$ cat src/rtl/uart_rx_cfg.sv
// Configurable UART receiver: parameterised data/parity/stop format with a
// 3-sample majority vote per bit and false-start/parity/framing/break flags.
module uart_rx_cfg #(
  parameter int UART_BPS  = 115200,
  parameter int CLK_FREQ  = 100_000_000,
  parameter int DATA_BITS = 8,
  parameter int PARITY    = 0,
  parameter int STOP_BITS = 1
) (
  input  logic                 sys_clk,
  input  logic                 sys_rst_n,
  input  logic                 rx,
  output logic [DATA_BITS-1:0] po_data,
  output logic                 po_flag,
  output logic                 po_perr,
  output logic                 po_ferr,
  output logic                 po_break
);

  localparam int BAUD_CNT_MAX = CLK_FREQ / UART_BPS;
  localparam int MID          = BAUD_CNT_MAX / 2;
  localparam int CW           = $clog2(BAUD_CNT_MAX);

  generate
    if (BAUD_CNT_MAX < 8) begin : g_bad_baud
      $error("uart_rx_cfg: CLK_FREQ/UART_BPS must be at least 8");
    end
    if (DATA_BITS < 5 || DATA_BITS > 9) begin : g_bad_data
      $error("uart_rx_cfg: DATA_BITS must be in 5..9");
    end
    if (PARITY < 0 || PARITY > 2) begin : g_bad_parity
      $error("uart_rx_cfg: PARITY must be 0, 1 or 2");
    end
    if (STOP_BITS != 1 && STOP_BITS != 2) begin : g_bad_stop
      $error("uart_rx_cfg: STOP_BITS must be 1 or 2");
    end
  endgenerate

  localparam logic [CW-1:0] CNT_LAST  = CW'(BAUD_CNT_MAX - 1);
  localparam logic [CW-1:0] CNT_S0    = CW'(MID - 1);
  localparam logic [CW-1:0] CNT_S1    = CW'(MID);
  localparam logic [CW-1:0] CNT_VOTE  = CW'(MID + 1);
  localparam logic [3:0]    DATA_LAST = 4'(DATA_BITS - 1);
  localparam logic [3:0]    STOP_LAST = 4'(STOP_BITS - 1);

  typedef enum logic [2:0] {
    IDLE,
    START,
    DATA,
    PAR,
    STOP,
    WAIT_HIGH
  } state_t;

  state_t               state_reg;
  logic [2:0]           rx_sync_reg;
  logic [CW-1:0]        baud_cnt_reg;
  logic [3:0]           bit_cnt_reg;
  logic                 samp0_reg;
  logic                 samp1_reg;
  logic [DATA_BITS-1:0] shift_reg;
  logic                 par_bit_reg;
  logic                 stop_err_reg;
  logic                 stop_one_reg;
  logic [DATA_BITS-1:0] data_reg;
  logic                 flag_reg;
  logic                 perr_reg;
  logic                 ferr_reg;
  logic                 break_reg;

  logic          r2;
  logic          r3;
  logic          fall;
  logic          vote_cyc;
  logic          baud_wrap;
  logic          vote;
  logic          data_xor;
  logic          perr_calc;
  logic          ferr_calc;
  logic          break_calc;
  logic [CW-1:0] baud_cnt_adv;

  // rx_sync_reg[0] is r1, [1] is r2, [2] is r3; only r3 is ever sampled.
  assign r2           = rx_sync_reg[1];
  assign r3           = rx_sync_reg[2];
  assign fall         = ~r2 & r3;
  assign vote_cyc     = (baud_cnt_reg == CNT_VOTE);
  assign baud_wrap    = (baud_cnt_reg == CNT_LAST);
  assign baud_cnt_adv = baud_wrap ? '0 : baud_cnt_reg + CW'(1);

  // Third sample is r3 itself in the vote cycle.
  assign vote = (samp0_reg & samp1_reg) | (samp0_reg & r3) | (samp1_reg & r3);

  assign data_xor   = (^shift_reg) ^ par_bit_reg;
  assign perr_calc  = (PARITY == 1) ? ~data_xor :
                      (PARITY == 2) ?  data_xor : 1'b0;
  assign ferr_calc  = stop_err_reg | ~vote;
  assign break_calc = (shift_reg == '0) & ~par_bit_reg & ~stop_one_reg & ~vote;

  always_ff @(posedge sys_clk or negedge sys_rst_n) begin
    if (!sys_rst_n) begin
      state_reg    <= IDLE;
      rx_sync_reg  <= 3'b111;
      baud_cnt_reg <= '0;
      bit_cnt_reg  <= '0;
      samp0_reg    <= 1'b1;
      samp1_reg    <= 1'b1;
      shift_reg    <= '0;
      par_bit_reg  <= 1'b0;
      stop_err_reg <= 1'b0;
      stop_one_reg <= 1'b0;
      data_reg     <= '0;
      flag_reg     <= 1'b0;
      perr_reg     <= 1'b0;
      ferr_reg     <= 1'b0;
      break_reg    <= 1'b0;
    end else begin
      rx_sync_reg <= {rx_sync_reg[1:0], rx};
      flag_reg    <= 1'b0;
      if (baud_cnt_reg == CNT_S0) samp0_reg <= r3;
      if (baud_cnt_reg == CNT_S1) samp1_reg <= r3;

      case (state_reg)
        IDLE: begin
          baud_cnt_reg <= '0;
          bit_cnt_reg  <= '0;
          par_bit_reg  <= 1'b0;
          stop_err_reg <= 1'b0;
          stop_one_reg <= 1'b0;
          if (fall) state_reg <= START;
        end

        START: begin
          baud_cnt_reg <= baud_cnt_adv;
          if (vote_cyc && vote) begin
            // Line was back high by mid-bit: glitch, not a start bit.
            state_reg    <= IDLE;
            baud_cnt_reg <= '0;
          end else if (baud_wrap) begin
            state_reg <= DATA;
          end
        end

        DATA: begin
          baud_cnt_reg <= baud_cnt_adv;
          if (vote_cyc) shift_reg <= {vote, shift_reg[DATA_BITS-1:1]};
          if (baud_wrap) begin
            if (bit_cnt_reg == DATA_LAST) begin
              bit_cnt_reg <= '0;
              state_reg   <= (PARITY != 0) ? PAR : STOP;
            end else begin
              bit_cnt_reg <= bit_cnt_reg + 4'd1;
            end
          end
        end

        PAR: begin
          baud_cnt_reg <= baud_cnt_adv;
          if (vote_cyc)  par_bit_reg <= vote;
          if (baud_wrap) state_reg   <= STOP;
        end

        STOP: begin
          baud_cnt_reg <= baud_cnt_adv;
          if (vote_cyc) begin
            if (bit_cnt_reg == STOP_LAST) begin
              // Leave at the final vote so a following start edge is not missed.
              data_reg     <= shift_reg;
              flag_reg     <= 1'b1;
              perr_reg     <= perr_calc;
              ferr_reg     <= ferr_calc;
              break_reg    <= break_calc;
              baud_cnt_reg <= '0;
              bit_cnt_reg  <= '0;
              state_reg    <= r3 ? IDLE : WAIT_HIGH;
            end else begin
              stop_err_reg <= ferr_calc;
              stop_one_reg <= stop_one_reg | vote;
            end
          end else if (baud_wrap) begin
            bit_cnt_reg <= bit_cnt_reg + 4'd1;
          end
        end

        WAIT_HIGH: begin
          baud_cnt_reg <= '0;
          if (r3) state_reg <= IDLE;
        end

        default: begin
          state_reg    <= IDLE;
          baud_cnt_reg <= '0;
        end
      endcase
    end
  end

  assign po_data  = data_reg;
  assign po_flag  = flag_reg;
  assign po_perr  = perr_reg;
  assign po_ferr  = ferr_reg;
  assign po_break = break_reg;

endmodule

$ cat config.mk
export PLATFORM = sky130hd
export DESIGN_NAME = uart_rx_cfg
export DESIGN_NICKNAME = d
export VERILOG_FILES = /design/src/rtl/uart_rx_cfg.sv
export SDC_FILE = /design/constraint.sdc
export NUM_CORES = 1
export LEC_CHECK = 0
export ABC_CLOCK_PERIOD_IN_PS = 1900
export CORE_MARGIN = 8
export CORE_UTILIZATION = 45
export CTS_CLUSTER_DIAMETER = 40
export DETAILED_ROUTE_END_ITERATION = 10
export PLACE_DENSITY_LB_ADDON = 0.08
export SLEW_MARGIN = 20
export SYNTH_ARGS = -nofsm -noshare
export SYNTH_HDL_FRONTEND = slang
export SYNTH_SLANG_ARGS = --single-unit
$ cat constraint.sdc
create_clock -name sys_clk -period 1.9 [get_ports sys_clk]
set_input_delay 0.57 -clock sys_clk [delete_from_list [all_inputs] [get_ports sys_clk]]
set_output_delay 0.57 -clock sys_clk [all_outputs]
set_load 0.005 [all_outputs]
==> results of run 1 <==
==> through the flow <==
stage	setup TNS, ps	power, mW	instances	hold WS [ps]	utilization [%]
CTS	-30.3	2.32	299	165	55.9
floorplan	0	1.31	204	274	-
global placement	0	1.47	292	347	53.2
detailed placement	0	1.49	292	351	53.2
finish	0	2.40	304	156	57.9
global route	-496	2.52	304	174	57.9
==> cells by family after synthesis <==
group	after synthesis	synth area share [%]
compound gates	29	9.10
xor+xnor	9	3.56
fa+ha+maj	6	3.28
buf+inv	18	3.84
flops	44	50.0
mux	18	9.89
other cells	1	0.169
simple gates	79	20.2
==> path summary, 6_finish.rpt <==
check                                          startpoint                    endpoint  slack, ps  cells after the start
worst min register to register   rx_sync_reg[0]$_DFF_PN1_    rx_sync_reg[1]$_DFF_PN1_        360                      0
min in group sys_clk             rx_sync_reg[0]$_DFF_PN1_    rx_sync_reg[1]$_DFF_PN1_        360                      0
worst min-delay path                            sys_rst_n      po_data[0]$_DFFE_PN0P_        160                      1
worst max-delay path            baud_cnt_reg[1]$_DFF_PN0_  bit_cnt_reg[3]$_DFFE_PN0P_         10                      6
max in group asynchronous                       sys_rst_n       samp0_reg$_DFFE_PN1N_       1190                      2
worst max register to register  baud_cnt_reg[1]$_DFF_PN0_  bit_cnt_reg[3]$_DFFE_PN0P_         10                      6
==> repair_timing <==
item,4_1_cts,5_1_grt
hold buffers,0,0
setup buffers,0,4
pin swaps,0,4
gates cloned,0,1
setup endpoints to repair,7,33
gates resized for setup,0,11
==> final cells by class <==
cell class              count  area [um2]  share of cell area [%]
inverters                   9        33.8                    1.24
clock inverters             2        60.1                    2.20
flip-flops and latches     44        1110                    40.5
well taps                  67        83.8                    3.07
multi-input cells         143        1080                    39.7
clock buffers               5        68.8                    2.52
repair buffers             34         295                    10.8
==> synthesized netlist by cell type, types with 3 or more instances <==
cell type	instances
xnor2_1	5
nand2_1	13
nor2_1	21
dfrtp_1	39
and3_1	3
nor4_1	3
nand4_1	5
mux2_4	5
a21oi_1	3
dfstp_2	5
clkbuf_1	3
xor2_1	4
nand3_1	10
inv_1	9
ha_1	5
o21ai_0	12
mux2_2	11
nand2b_1	3
==> per-layer routing <==
layer / GRT usage, % / part of all wire, % / vias up
li1: - / - / 792
met5: 0 / 0 / -
met1: 15.8 / 43 / 841
met2: 23.2 / 51 / 39
met4: 4.78 / 1.3 / 0
met3: 3.15 / 4.6 / 8
==> worst max-delay path: stages (launching register included) <==
cell	delay [ps]
dfrtp_1	370
ha_2	260
nor4b_1	290
a41oi_1	250
a31oi_4	270
a21boi_0	220
o21ai_0	120
==> power by group <==
group,switching (mW),total [mW],internal (mW),leakage [nW]
registers,0.0378,1.02,0.981,0.592
clock network,0.307,0.824,0.517,0.0642
logic,0.332,0.561,0.228,0.605
==> results.cfg, run 1 <==
[critical_path]
cp_data_arrival_time_ps = 2060
endpoint_kind = flip-flop
path_class = flip-flop to flip-flop
start_kind = flip-flop
worstPathRequired_ps = 2070
critPathMaxFanout = 6

[die]
die_area_mm2 = 0.00742
row_count = 25
die_y_um = 86.2
ios = 15
die_w_um = 86.2
initial_utilization_pct = 46.9
coreArea_mm2 = 0.00472

[clocking]
insertion_delay_ps = 300
htreeDepth = 2
cts_buffer_depth = 2
cts_tree = done
cts.clk_slew.worst_paths_ps = 80
clock_sinks = 44
cts-root-buf = clkbuf_8
numCtsBuffers = 5

[cells_and_area]
nNetsFinal = 245
nFillCells = 400
layout_common_cells = dfrtp_1, buf_4, nor2_1
syn_to_final_growth_pct = 23.4
fin_area_mm2 = 0.00273
final_common_cell = dfrtp_1
layout-drive-gt1-share_pct = 28.7
antenna_cells = 0
largest_register_ffs = 10

[sta]
period_needed_ps = 1890
drv_slew = 0
fmax_ghz = 0.529
hold_violations = 0
finalClockSkew_ps = 8.85
max-slew-margin-rel_pct = 62.4
setup_slack_ps = 10.2
period_share_pct = 99.5
tightestPinTransition_ps = 560
setup_violations = 0
rsz0062_at_grt = yes

[synthesis]
ys_ff_latch = 44
yosys_warnings = 0
synth_top_cell_area_share_pct = 44.1
synth_cell_types = 51
synth_edf_count = 0
ys_top_cells_by_area = dfrtp_1, dfstp_2, mux2_2
yosys.area.top_type = dfrtp_1
async_flop_share_pct = 100
synthCells = 204
avgSynthCellArea_um2 = 10.9
synth_ff_type = dfrtp_1
ys_seq_area_share_pct = 50.0
synthesis.nets = 212
syn_area_mm2 = 0.00221

[detailed_routing]
detail-route-antenna-nets = 0
wl_per_cell_um = 16.0
viasPerCell = 5.53
wl_mm = 4.86
drt_iter0_drc = 59
drc_errors = 0
first_pass_iters = 4
num_vias = 1680

[grt]
grt_pass1_wl_mm = 8.00
grt_use_total_pct = 13.4
first_global_vias = 1756
grt_max_degree = 22
grt_overflow = 0
antenna_found_initial = 0

[power]
cellPowerDensity_mw_per_mm2 = 879
p_leak_nw = 1.26
ir_drop_uv = 494

[placement]
globalplace.congestion = 0.939
port_buffers = 13
place_area_mm2 = 0.00251
place.detailed.hpwl_mm = 3.32
pre_cts_ws_ps = 26.1

[run_status]
status = finished, final reports clean

[min_path]
hold_class = input port to asynchronous set/reset pin

[run]
maxCapViolCount = 0
Note: power is estimated with default switching activity, not from simulation.
==> inputs of run 2 (changes only) <==
Settings changed: ABC_CLOCK_PERIOD_IN_PS 1900 to 1650.
Clock period 1.9 ns to 1.65 ns, I/O delays scaled along.
==> run 2 against run 1 <==
The run now ends with setup timing left. Clock skew shrank 1.0 ps. Die area unchanged. Sequential power rose by 17%. Largest power group unchanged. Sequential share of layout area fell by 4.5 points. Critical path depth increased by 2. Via count grew 4.8%. Design area up 13%. Critical path type unchanged. Combinational power rose by 37%. Clock power is 16% lower.
==> results.cfg, run 2 (synthesis results as in run 1) <==
[run_status]
status = complete, but fails checks
failed_checks = setup timing

[sta]
finalClockSkew_ps = 7.80
hold_violations = 0
fmax_ghz = 0.578
period_needed_ps = 1730
setup_violations = 22
fin_hold_ws_ps = 155
rsz0062_at_grt = yes
period_share_pct = 105
drv_slew = 0
setup_slack_ps = -79.3

[clocking]
insertion_delay_ps = 300
cts.clk_slew.worst_paths_ps = 90
cts_tree = done
numCtsBuffers = 5
htreeDepth = 2
cts-root-buf = clkbuf_8
cts_buffer_depth = 2
ctsHoldBuffers = 0
clock_sinks = 44

[placement]
globalplace.congestion = 0.933
place.detailed.hpwl_mm = 3.35
pre_cts_ws_ps = -70.4
dp.cells = 308
port_buffers = 13

[cells_and_area]
layout_common_cells = buf_4, dfrtp_1, nor2_1
largest_register_ffs = 10
antenna_cells = 0
stdcell_count = 338
layout-drive-gt1-share_pct = 43.2
nFillCells = 367
final_common_cell = buf_4
syn_to_final_growth_pct = 38.9
nNetsFinal = 278

[detailed_routing]
wl_mm = 5.11
num_vias = 1761
detail-route-antenna-nets = 0
viasPerCell = 5.21
first_pass_iters = 4
drt_iter0_drc = 60
wl_per_cell_um = 15.1
drc_errors = 0

[power]
cellPowerDensity_mw_per_mm2 = 861
p_leak_nw = 1.52
power_mw = 2.65
ir_drop_uv = 477

[critical_path]
cpMaxStageDelayCell = dfrtp_1
startpoint = bit_cnt_reg[0]$_DFFE_PN0P_
r2r_slack_ps = -80
crit_chain = inv_2 > ha_4 > nor3b_4 > and4_4 > o211ai_1 > buf_4 > o211ai_4 > nor2_1
worstPathRequired_ps = 1830
path_class = flip-flop to flip-flop
critPathMaxStageDelay_ps = 400
critPathMaxFanout = 5
cp_data_arrival_time_ps = 1910
endpoint_kind = flip-flop
start_kind = flip-flop
r2r_start = bit_cnt_reg[0]$_DFFE_PN0P_

[die]
row_count = 25
initial_utilization_pct = 46.9
die_y_um = 86.2
die_w_um = 86.2
ios = 15
die_area_mm2 = 0.00742
coreArea_mm2 = 0.00472

[grt]
grt_pass1_wl_mm = 7.80
first_global_vias = 1710
antenna_found_initial = 0
grt_max_degree = 45
grt_use_total_pct = 13.3
grt_overflow = 0

[min_path]
hold_class = input port to asynchronous set/reset pin

[run]
maxCapViolCount = 0
-- run 2: cell types whose count changed in the layout (fill, tap and decap cells not counted), sizes merged --
cell	change
bufinv	-2
dlygate4sd2	+8
clkinvlp	+2
dlymetal6s2s	+3
buf	+32
nand2	+1
clkdlybuf4s50	-11
clkinv	+1
-- run 2: worst max-delay path, delay by kind of cell (launching register included) --
kind | cells | cell delay [ps]
AND/OR/NAND/NOR | 3 | 570
flip-flops | 1 | 400
buffers and inverters | 2 | 260
AO/OA/AOI/OAI | 2 | 240
adder cells (fa/ha/maj) | 1 | 140
-- run 2: routing by layer --
metal,vias up,track usage [%],routed length (um)
met1,860,15.2,2240
met4,0,6.05,137
met5,-,0,0
li1,854,-,-
met3,13,3.34,190
met2,34,22.5,2540
-- run 2: where the power goes --
group | total, mW | leakage [nW] | internal [mW] | switching [mW]
Clock | 0.689 | 0.0404 | 0.300 | 0.389
Combinational | 0.769 | 0.888 | 0.349 | 0.420
Sequential | 1.19 | 0.591 | 1.13 | 0.0625
-- run 2: worst paths after layout --
path                                             endpoint  depth (start not counted)
worst max-delay path            baud_cnt_reg[5]$_DFF_PN0_                          8
worst min-delay path               po_data[5]$_DFFE_PN0P_                          2
worst max register to register  baud_cnt_reg[5]$_DFF_PN0_                          8
worst min register to register   rx_sync_reg[1]$_DFF_PN1_                          0
max in group asynchronous        rx_sync_reg[0]$_DFF_PN1_                          2
min in group sys_clk             rx_sync_reg[1]$_DFF_PN1_                          0
-- run 2: final cells by class --
class | count | area [um2] | share of cell area (%)
Multi-Input combinational cell | 144 | 1200 | 39.1
Tap cell | 67 | 83.8 | 2.72
Clock inverter | 3 | 23.8 | 0.773
Timing Repair Buffer | 66 | 556 | 18.1
Sequential cell | 44 | 1110 | 36.0
Inverter | 9 | 33.8 | 1.10
Clock buffer | 5 | 68.8 | 2.24
-- run 2: through the flow --
stage / instance area [um2] / utilization [%] / TNS, ps
2_1_floorplan: 2240 / - / -304
3_3_place_gp: 2660 / 56.4 / -701
3_5_place_dp: 2660 / 56.4 / -1000
4_1_cts: 2850 / 60.4 / -37.2
5_1_grt: 3080 / 65.1 / -2870
6_report: 3080 / 65.1 / -925
-- run 2: repair_timing --
action	in CTS	in global routing
buffers inserted	7	13
resized for setup	24	28
cloned	0	2
pin swaps	4	18
hold endpoints to repair	0	0
setup endpoints to repair	34	31
==> inputs of run 3 (changes only) <==
Settings changed: CAP_MARGIN set to 40.
==> results of run 3 <==
Final layout, timing and power as in run 2 (identical DEF).
